`src/rtl/fft_stage_reader.sv`:
```
`timescale 1ns/1ps
// Read-side sequencer for the in-place radix-2 FFT: walks every stage issuing one butterfly read per cycle.
// Pair is presented one cycle after its read; between stages it stalls until write-back reports stage_done.
module fft_stage_reader #(
  parameter int FFT_N          = 10,
  parameter int FFT_DW         = 16,
  parameter int STAGE_COUNT_BW = 4
) (
  input  logic                      clk,
  input  logic                      reset,
  input  logic                      start,
  output logic                      busy,
  output logic                      done,
  output logic [STAGE_COUNT_BW-1:0] fft_stage,
  output logic                      rd_en,
  output logic [FFT_N-2:0]          rd_addr,
  output logic [FFT_N-2:0]          tw_addr,
  input  logic [2*FFT_DW-1:0]       rd_even_data,
  input  logic [2*FFT_DW-1:0]       rd_odd_data,
  input  logic                      stage_done,
  output logic                      oact,
  output logic [1:0]                octrl,
  output logic [FFT_N-2:0]          output_memory_address,
  output logic [2*FFT_DW-1:0]       output_A,
  output logic [2*FFT_DW-1:0]       output_B
);

  localparam int KW = FFT_N - 1;
  localparam logic [KW-1:0] K_MAX = '1;
  localparam logic [STAGE_COUNT_BW-1:0] LAST_STAGE = STAGE_COUNT_BW'(FFT_N - 1);

  typedef enum logic [1:0] {
    ST_IDLE,
    ST_ISSUE,
    ST_DRAIN,
    ST_FIN
  } state_t;

  state_t state;

  logic [KW-1:0]             tw_mask;
  logic [STAGE_COUNT_BW-1:0] tw_shift;
  logic [1:0]                ictrl;

  // Twiddle index: low 'stage' bits of k, left-justified into the ROM address.
  always_comb begin
    tw_mask  = KW'((32'd1 << fft_stage) - 32'd1);
    tw_shift = STAGE_COUNT_BW'(KW) - fft_stage;
    tw_addr  = (rd_addr & tw_mask) << tw_shift;
    ictrl    = {rd_addr == K_MAX, rd_addr == '0};
  end

  always_ff @(posedge clk or posedge reset) begin
    if (reset) begin
      state     <= ST_IDLE;
      fft_stage <= '0;
      rd_addr   <= '0;
      rd_en     <= 1'b0;
      busy      <= 1'b0;
      done      <= 1'b0;
    end else begin
      done <= 1'b0;
      case (state)
        ST_IDLE: begin
          if (start) begin
            state     <= ST_ISSUE;
            fft_stage <= '0;
            rd_addr   <= '0;
            rd_en     <= 1'b1;
            busy      <= 1'b1;
          end
        end
        ST_ISSUE: begin
          rd_addr <= rd_addr + 1'b1;
          if (rd_addr == K_MAX) begin
            state <= ST_DRAIN;
            rd_en <= 1'b0;
          end
        end
        ST_DRAIN: begin
          if (stage_done) begin
            if (fft_stage == LAST_STAGE) begin
              state <= ST_FIN;
              busy  <= 1'b0;
              done  <= 1'b1;
            end else begin
              state     <= ST_ISSUE;
              fft_stage <= fft_stage + 1'b1;
              rd_addr   <= '0;
              rd_en     <= 1'b1;
            end
          end
        end
        default: state <= ST_IDLE;
      endcase
    end
  end

  // Bank and ROM both answer one cycle after the read, so the presentation stage is a single register.
  always_ff @(posedge clk or posedge reset) begin
    if (reset) begin
      oact                  <= 1'b0;
      octrl                 <= 2'b00;
      output_memory_address <= '0;
    end else begin
      oact                  <= rd_en;
      octrl                 <= rd_en ? ictrl : 2'b00;
      output_memory_address <= rd_addr;
    end
  end

  assign output_A = oact ? rd_even_data : '0;
  assign output_B = oact ? rd_odd_data : '0;

endmodule

```
`config.mk`:
```
export PLATFORM = sky130hd
export DESIGN_NAME = fft_stage_reader
export DESIGN_NICKNAME = d
export VERILOG_FILES = /design/src/rtl/fft_stage_reader.sv
export SDC_FILE = /design/constraint.sdc
export NUM_CORES = 1
export LEC_CHECK = 0
export BUFFER_PORTS_ARGS = -buffer_cell sky130_fd_sc_hd__buf_2
export CAP_MARGIN = 10
export CORE_AREA = 2 2 143 75
export CTS_CLUSTER_DIAMETER = 40
export CTS_CLUSTER_SIZE = 10
export DETAILED_ROUTE_END_ITERATION = 6
export DIE_AREA = 0 0 145 77
export HOLD_SLACK_MARGIN = 0.15
export SYNTH_ARGS = -nofsm -noshare
export SYNTH_HDL_FRONTEND = slang
export SYNTH_SLANG_ARGS = --single-unit
```
`constraint.sdc`:
```
create_clock -name clk -period 3.6 [get_ports clk]
set_clock_uncertainty 0.2 [all_clocks]
set_input_delay 0.18 -clock clk [delete_from_list [all_inputs] [get_ports clk]]
set_output_delay 0.18 -clock clk [all_outputs]
set_load 0.02 [all_outputs]
```
==> flow_summary.toml, run 1 <==
[status]
outcome = "finished, final reports clean"

[routing]
wirelength_um = 8613
via_per_inst = 4.551
vias = 2726
drtAntennaViolNets = 0
wl_per_cell_um = 14.38
drt_iter0_markers = 127
first_pass_iters = 4
drc_errors = 0

[clock_network]
cts_tree = "yes"
clockBufferDepth = 2
cts_max_level = 2
post_cts_buffers = 0
clkSinkCount = 30
root_buffer = "clkbuf_16"
clk_pin_slew_ns = 0.05
clk_latency_ns = 0.27
cts_buffers = 5

[power_and_ir_drop]
netSwitchingPower_uw = 480.4
seqPwrFrac_pct = 35.6
p_per_area_nw_per_um2 = 359.9
p_sw_share_pct = 36.82
combPwrFrac_pct = 32.6
peakVddDrop_mv = 0.2135
p_clk_share_pct = 31.8
intPower_uw = 824.4
power_leakage_uw = 0.001781

[synthesis]
synth_top_area_share_pct = 30.64
synthCells = 291
syn-cell-area_sq_um = 2450
ys.flop_type = "dfrtp_1"
synth_area_leaders = "dfrtp_1, and2_1, ha_1, o21ai_0, nand2_1"
synth.avg_cell_area_sq_um = 8.419
yosys_register_bits = 30
netlist.top_cell.by_area = "dfrtp_1"
yosysWarnings = 0
yosysSeqAreaShare_pct = 30.64
syn-num-nets = 371
yosysUniqueCellTypes = 62
async_reset_ff_share_pct = 100.0
synth_edf_count = 0

[global_routing]
grt_max_degree = 66
overflow = 0
grt_pass1_vias = 2615
grt_antenna_before_repair = 0
grt_pass1_wl_um = 13690
grt_usage_pct = 15.01

[placed_design]
io_buffers = 168
dp_hpwl_um = 7065
routabilityCongestion = 0.9144

[sta]
max_freq_mhz = 296.0
rsz0062_at_grt = "false"
min_period_ns = 3.379
slew_viol_final = 0
fin_tns_setup_ns = 0
finalHoldViolations = 0
period_share_pct = 93.86
slew_headroom_pct = 36.21
setup_viol = 0
worst_pin_slew_ns = 0.9558

[finish]
layout_commonest_cell = "buf_2"
nets = 538
mostFrequentLayoutCells = "buf_2, and2_1, dfrtp_1"
drive_above_1_share_pct = 44.44
area_delta_synth_final_pct = 48.01
diodes = 0
final_util_pct = 36.54
fillers = 1015

[setup_path]
cp_max_fo = 6
startpoint_type = "flip-flop"
endpoint_kind = "output pin"
crit_type = "flip-flop to output pin"
required_ns = 3.22
cp_data_arrival_time_ns = 3.00

[floorplanning]
pin_count = 169
rows = 26
die_x_um = 145
dieHeight_um = 77
dieArea_sq_um = 11170
core-area_sq_um = 9922
initial_core_util_pct = 24.69

[job]
cap_violations = 0

[hold_path]
hold_class = "flip-flop to flip-flop"
## power by group through the flow
stage                     Clock (uW)  Sequential [uW]  Combinational [uW]
after floorplan                    0              519                 172
after global placement             0              472                 422
after detailed placement           0              471                 425
after CTS                        423              465                 429
after global routing             443              477                 463
final                            415              464                 425
## worst max-delay path, stage by stage (launching register included)
cell	delay [ns]
dfrtp_1	0.37
clkinv_1	0.10
ha_1	0.28
inv_1	0.10
or3_1	0.32
ha_1	0.31
nand2b_4	0.12
a32oi_1	0.16
a2111oi_2	0.42
a211oi_2	0.09
a221oi_2	0.26
buf_2	0.19
## Yosys cell counts, types with 3 or more instances
master,n
nor3_1,8
dfrtp_1,30
nand3_1,5
a311oi_1,3
nand4_1,4
ha_1,12
o21ai_0,18
clkbuf_1,9
xor2_1,3
and2_1,65
nand2b_1,4
inv_1,10
nor3b_1,3
nand2_1,23
nor2b_1,4
a21oi_1,4
buf_2,8
nor2_1,21
and3_1,3
o22ai_1,4
## through the flow
step	setup slack (ns)	total power [uW]	cells	hold WS [ns]	instance area (sq um)
after global placement	0.5783	893.9	588	0.2396	3440
after global routing	0.01335	1383	599	0.2827	3626
after CTS	0.2020	1318	599	0.2677	3621
after floorplan	0.08869	690.7	291	0.07081	2456
final	0.2211	1305	599	0.2574	3626
after detailed placement	0.5190	896.4	588	0.2539	3440
## repair_timing
action | 4_1_cts | 5_1_grt
endpoints found under the setup margin | 0 | 1
hold endpoints to repair | 28 | 0
gates resized for setup | 0 | 1
hold buffers | 3 | 0
## kinds of logic after synthesis
| group | Yosys count | synth area share (%) |
|---|---|---|
| DFF | 30 | 30.64 |
| AOI/OAI and AO/OA | 56 | 17.77 |
| buffers and inverters | 31 | 5.771 |
| and+or+nand+nor | 155 | 36.87 |
| muxes | 2 | 1.021 |
| adders and majority gates | 12 | 6.129 |
| xor gates and xnor gates | 5 | 1.788 |
## final timing paths
check | to | depth (start not counted) | startpoint | slack, ns
setup reg to reg | fft_stage[2] | 7 | fft_stage[2] | 1.00
hold / removal | output_memory_address[1] | 0 | rd_addr[1] | 0.26
min in group asynchronous | done | 3 | reset | 0.46
hold reg to reg | output_memory_address[1] | 0 | rd_addr[1] | 0.26
setup / recovery | tw_addr[8] | 11 | fft_stage[1] | 0.22
max in group asynchronous | rd_addr[2] | 4 | reset | 2.07
## cell type report
class / instances / area (sq um) / area share [%]
Tap cell: 140 / 175.2 / 4.831
Inverter: 11 / 41.29 / 1.139
Multi-Input combinational cell: 230 / 1569 / 43.27
Clock inverter: 2 / 12.51 / 0.3451
Timing Repair Buffer: 180 / 938.4 / 25.88
Sequential cell: 30 / 750.7 / 20.70
Clock buffer: 6 / 138.9 / 3.830
## flip-flops by register name (all words and copies together), names as in the netlist
signal	count
output_memory_address	9
rd_addr	9
fft_stage	4
octrl	2
state	2
busy	1
done	1
oact	1
rd_en	1
## metal layers
| layer | part of all wire, % | track usage, % |
|---|---|---|
| met1 | 47 | 20.48 |
| met2 | 43 | 23.10 |
| met3 | 8.0 | 4.167 |
| met4 | 1.5 | 4.455 |
| met5 | 0 | 0 |
Power figures use the tool's default switching activity.
==> run 2: changes to the inputs <==
==> constraint.sdc (replaced) <==
create_clock -name clk -period 3.6 [get_ports clk]
set_clock_uncertainty 0.2 [all_clocks]
set_input_delay 0.54 -clock clk [delete_from_list [all_inputs] [get_ports clk]]
set_output_delay 0.54 -clock clk [all_outputs]
set_load 0.02 [all_outputs]
==> flow_summary.toml, run 2 (synthesized netlist as in run 1, its figures left out) <==
[finish]
diodes = 0
mostFrequentLayoutCells = "buf_2, and2_1, dfrtp_1"
final_cells = 604
area_delta_synth_final_pct = 54.49
drive_above_1_share_pct = 48.71
layout_commonest_cell = "buf_2"
top_regs = "output_memory_address x9, rd_addr x9, fft_stage x4"
nets = 543

[sta]
slew_viol_final = 0
worst_pin_slew_ns = 0.8984
hold_ws_ns = 0.2493
slew_headroom_pct = 40.04
setup_viol = 0
finalHoldViolations = 0
max_freq_mhz = 283.7
min_period_ns = 3.525
period_share_pct = 97.92

[routing]
drt_iter0_markers = 148
wl_per_cell_um = 14.84
drc_errors = 0
wirelength_um = 8966
drtAntennaViolNets = 0
vias = 2807
via_per_inst = 4.647
first_pass_iters = 4

[global_routing]
grt_max_degree = 66
grt_pass1_vias = 2581
overflow = 0
grt_antenna_before_repair = 0
grt_usage_pct = 15.27
grt_pass1_wl_um = 13900

[clock_network]
cts_buffers = 5
clkSinkCount = 30
clk_pin_slew_ns = 0.05
clockBufferDepth = 2
cts_tree = "yes"
root_buffer = "clkbuf_16"
cts-hold-fix-buffers = 0
cts_max_level = 2
clk_latency_ns = 0.27

[power_and_ir_drop]
seqPwrFrac_pct = 35.5
peakVddDrop_mv = 0.1768
p_per_area_nw_per_um2 = 346.0
intPower_uw = 823.4
netSwitchingPower_uw = 486.0
combPwrFrac_pct = 32.8
p_clk_share_pct = 31.6
power_leakage_uw = 0.001820
p_sw_share_pct = 37.12

[setup_path]
cp_slowest_cell = "dfrtp_2"
cp_max_fo = 6
endpoint_kind = "output pin"
path_cells = "inv_4 -> ha_2 -> inv_1 -> or3_4 -> ha_4 -> nand2b_4 -> a32oi_4 -> a2111oi_4 -> a211oi_4 -> a221oi_4 -> buf_6"
slowest_delay_ns = 0.46
cp_data_arrival_time_ns = 2.79
critical_path.top_delay_family = "compound AO/OA/AOI/OAI gates"
required_ns = 2.86
startpoint_type = "flip-flop"
critPathBufInv = 3
crit_type = "flip-flop to output pin"

[job]
cap_violations = 0

[placed_design]
routabilityCongestion = 0.9128
io_buffers = 168
place_inst = 589
dp_hpwl_um = 7233

[floorplanning]
rows = 26
core-area_sq_um = 9922
initial_core_util_pct = 24.69
dieHeight_um = 77
pin_count = 169
die_x_um = 145
dieArea_sq_um = 11170

[status]
outcome = "finished, final reports clean"

[hold_path]
hold_class = "primary input to asynchronous set/reset pin"
[run 2: cell type report]
class                      instances  area, sq um
fill                            1001         6137
clock buffer                       6        138.9
multi-input combinational        230         1685
inverter                          11        43.79
clock inverter                     2        12.51
sequential                        30        754.5
timing repair buffer             185        974.7
tap                              140        175.2
[run 2: worst reg2reg max path, stage by stage (launching register included)]
cell and delay [ns]:
dfrtp_2 0.44, inv_4 0.05, buf_4 0.14, buf_4 0.16, ha_1 0.24, and3_4 0.22
nor3_4 0.26, nor2_1 0.12, nor2_1 0.40, o22ai_1 0.17
[run 2: power groups by stage]
stage / Clock [uW] / Sequential [uW] / Combinational (uW)
3_3_place_gp: 0 / 471 / 422
2_1_floorplan: 0 / 519 / 172
5_1_grt: 443 / 477 / 468
6_report: 414 / 465 / 430
4_1_cts: 426 / 468 / 429
3_5_place_dp: 0 / 473 / 428
[run 2: path summary, 6_finish.rpt]
path                       slack [ns]      endpoint  cells after the start    startpoint
setup / recovery                 0.07    tw_addr[8]                     11  fft_stage[1]
hold / removal                   0.25          busy                      2         reset
setup reg to reg                 1.07  fft_stage[2]                      9  fft_stage[1]
hold reg to reg                  0.25          oact                      0         rd_en
max in group asynchronous        2.30      octrl[0]                      3         reset
min in group clk                 0.25          oact                      0         rd_en
[run 2: what timing repair did]
item / in CTS / in global routing
pin swaps: 0 / 3
gates resized for setup: 2 / 16
setup buffers: 0 / 7
setup endpoints to repair: 2 / 5
[run 2: per-layer routing]
layer  track usage (%)  vias to the layer above  share of wire, %
met5                 0                        -                 0
met4             2.376                        0              0.54
met3             4.226                        6               8.6
met2             23.76                      142                44
met1             21.43                     1311                47
li1                  -                     1348                 -
[run 2: per-stage QoR]
stage | utilization [%] | total power (uW) | worst slack (ns) | TNS, ns | cell area [sq um]
global route | 38.15 | 1388 | -0.04643 | -0.04643 | 3785
floorplan | - | 690.7 | 0.0003832 | 0 | 2496
finish | 38.15 | 1309 | 0.07490 | 0 | 3785
global placement | 35.12 | 892.5 | 0.2337 | 0 | 3485
CTS | 36.71 | 1323 | 0.01965 | 0 | 3642
detailed placement | 35.12 | 901.9 | 0.2244 | 0 | 3485
==> run 3: changes to the inputs <==
BUFFER_PORTS_ARGS = -buffer_cell sky130_fd_sc_hd__clkbuf_2   (was -buffer_cell sky130_fd_sc_hd__buf_2)
GPL_TIMING_DRIVEN = 0   (was not set)
==> flow_summary.toml, run 3 (synthesized netlist as in run 1, its figures left out) <==
[placed_design]
place_inst = 599
dpl-instance-area_sq_um = 3512
routabilityCongestion = 0.9172
io_buffers = 168
dp_hpwl_um = 7427
dp_slack_ns = -0.3815

[routing]
drc_errors = 0
vias = 2963
via_per_inst = 4.696
wl_per_cell_um = 15.78
drtAntennaViolNets = 0
drt_iter0_markers = 182
wirelength_um = 9957
first_pass_iters = 4

[sta]
max_freq_mhz = 282.2
rsz0062_at_grt = "true"
min_period_ns = 3.543
final.setup.worst_slack_ns = 0.05652
slew_headroom_pct = 69.92
period_share_pct = 98.43
finalHoldViolations = 0
worst_pin_slew_ns = 0.4512
slew_viol_final = 0
setup_viol = 0

[setup_path]
cp_slowest_cell = "a2111oi_4"
endpoint_kind = "output pin"
required_ns = 2.86
critical_path.top_delay_family = "compound AO/OA/AOI/OAI gates"
crit_type = "flip-flop to output pin"
cp_data_arrival_time_ns = 2.80
path_common_cell = "ha_4"
critPathBufInv = 3
slowest_delay_ns = 0.45
path_cells = "clkinv_4 -> ha_4 -> inv_1 -> or3_4 -> ha_4 -> nand2b_4 -> nand3b_1 -> a2111oi_4 -> a211oi_4 -> a221oi_4 -> clkbuf_8"
startpoint_type = "flip-flop"
r2r_setup_slack_ns = 1.15
cp_max_fo = 8

[power_and_ir_drop]
power_leakage_uw = 0.001950
combPwrFrac_pct = 33.1
p_total_uw = 1325
peakVddDrop_mv = 0.2338
p_per_area_nw_per_um2 = 329.0
p_clk_share_pct = 31.7
p_sw_share_pct = 37.64
intPower_uw = 826.6
seqPwrFrac_pct = 35.2
netSwitchingPower_uw = 498.9

[finish]
mostFrequentLayoutCells = "clkbuf_2, and2_1, dfrtp_1"
area_delta_synth_final_pct = 64.45
final_cells = 631
final_util_pct = 40.61
design_area_sq_um = 4029
diodes = 0
drive_above_1_share_pct = 50.10
nets = 570
layout_commonest_cell = "clkbuf_2"
top_regs = "output_memory_address x9, rd_addr x9, fft_stage x4"

[floorplanning]
die_x_um = 145
pin_count = 169
dieHeight_um = 77
initial_core_util_pct = 24.69
dieArea_sq_um = 11170
rows = 26
core-area_sq_um = 9922

[global_routing]
grt_pass1_vias = 2750
grt_max_degree = 31
grt_antenna_before_repair = 0
overflow = 0
grt_pass1_wl_um = 15220
grt_usage_pct = 17.07

[hold_path]
hold_class = "flip-flop to flip-flop"

[clock_network]
clockBufferDepth = 2
clk_latency_ns = 0.28
cts_max_level = 2
cts_tree = "yes"
cts_buffers = 5
root_buffer = "clkbuf_16"
clkSinkCount = 30
clk_pin_slew_ns = 0.05

[job]
cap_violations = 0

[status]
outcome = "finished, final reports clean"
-- run 3: cell types whose count changed in the layout (fill, tap and decap cells not counted), sizes merged --
cell,delta
dlygate4sd3,+1
clkbuf,+178
clkinv,+1
clkinvlp,-1
buf,-151
inv,-1
-- run 3: worst paths after layout --
kind | startpoint | endpoint | cells past startpoint
min in group asynchronous | reset | state[0] | 3
max in group asynchronous | reset | fft_stage[0] | 4
setup reg to reg | fft_stage[2] | fft_stage[2] | 8
hold / removal | rd_en | oact | 0
hold reg to reg | rd_en | oact | 0
setup / recovery | fft_stage[1] | tw_addr[8] | 11
-- run 3: what timing repair did --
action	4_1_cts	5_1_grt
buffers inserted	10	14
hold endpoints to repair	0	5
setup endpoints to repair	8	7
pin swaps	7	7
cloned	0	0
hold buffers	0	1
gates resized for setup	22	14
-- run 3: layer usage --
layer	vias to the layer above	routed length [um]	track usage, %
met5	-	0	0
met4	0	92	4.158
met3	8	765	4.048
met2	145	4552	26.57
met1	1404	4546	23.81
li1	1406	-	-
-- run 3: layout make-up --
type	instances	area [sq um]
inverter	11	51.30
multi-input combinational	230	1723
tap	140	175.2
sequential	30	754.5
clock inverter	1	5.005
buffer	18	102.6
fill	1006	5893
timing repair buffer	194	1075
clock buffer	7	142.6
-- run 3: through the flow --
stage | hold slack (ns) | TNS (ns)
2_1_floorplan | 0.3423 | 0
3_3_place_gp | 0.2574 | -1.670
3_5_place_dp | 0.2743 | -1.869
4_1_cts | 0.2815 | -0.1114
5_1_grt | 0.2901 | -0.04658
6_report | 0.2771 | 0
-- run 3: worst reg2reg max path: cells and delay by family, from the launching register on --
family          cells  cell delay, ns
fa+ha+maj           1            0.25
flops               1            0.41
simple gates        4            0.99
compound gates      1            0.15
buf+inv             2            0.31
-- run 3: power by group through the flow --
stage	Combinational [uW]	Sequential (uW)	Clock, uW
after floorplan	172	519	0
after global placement	427	469	0
after detailed placement	431	472	0
after CTS	437	468	427
after global routing	475	479	448
final	438	466	421
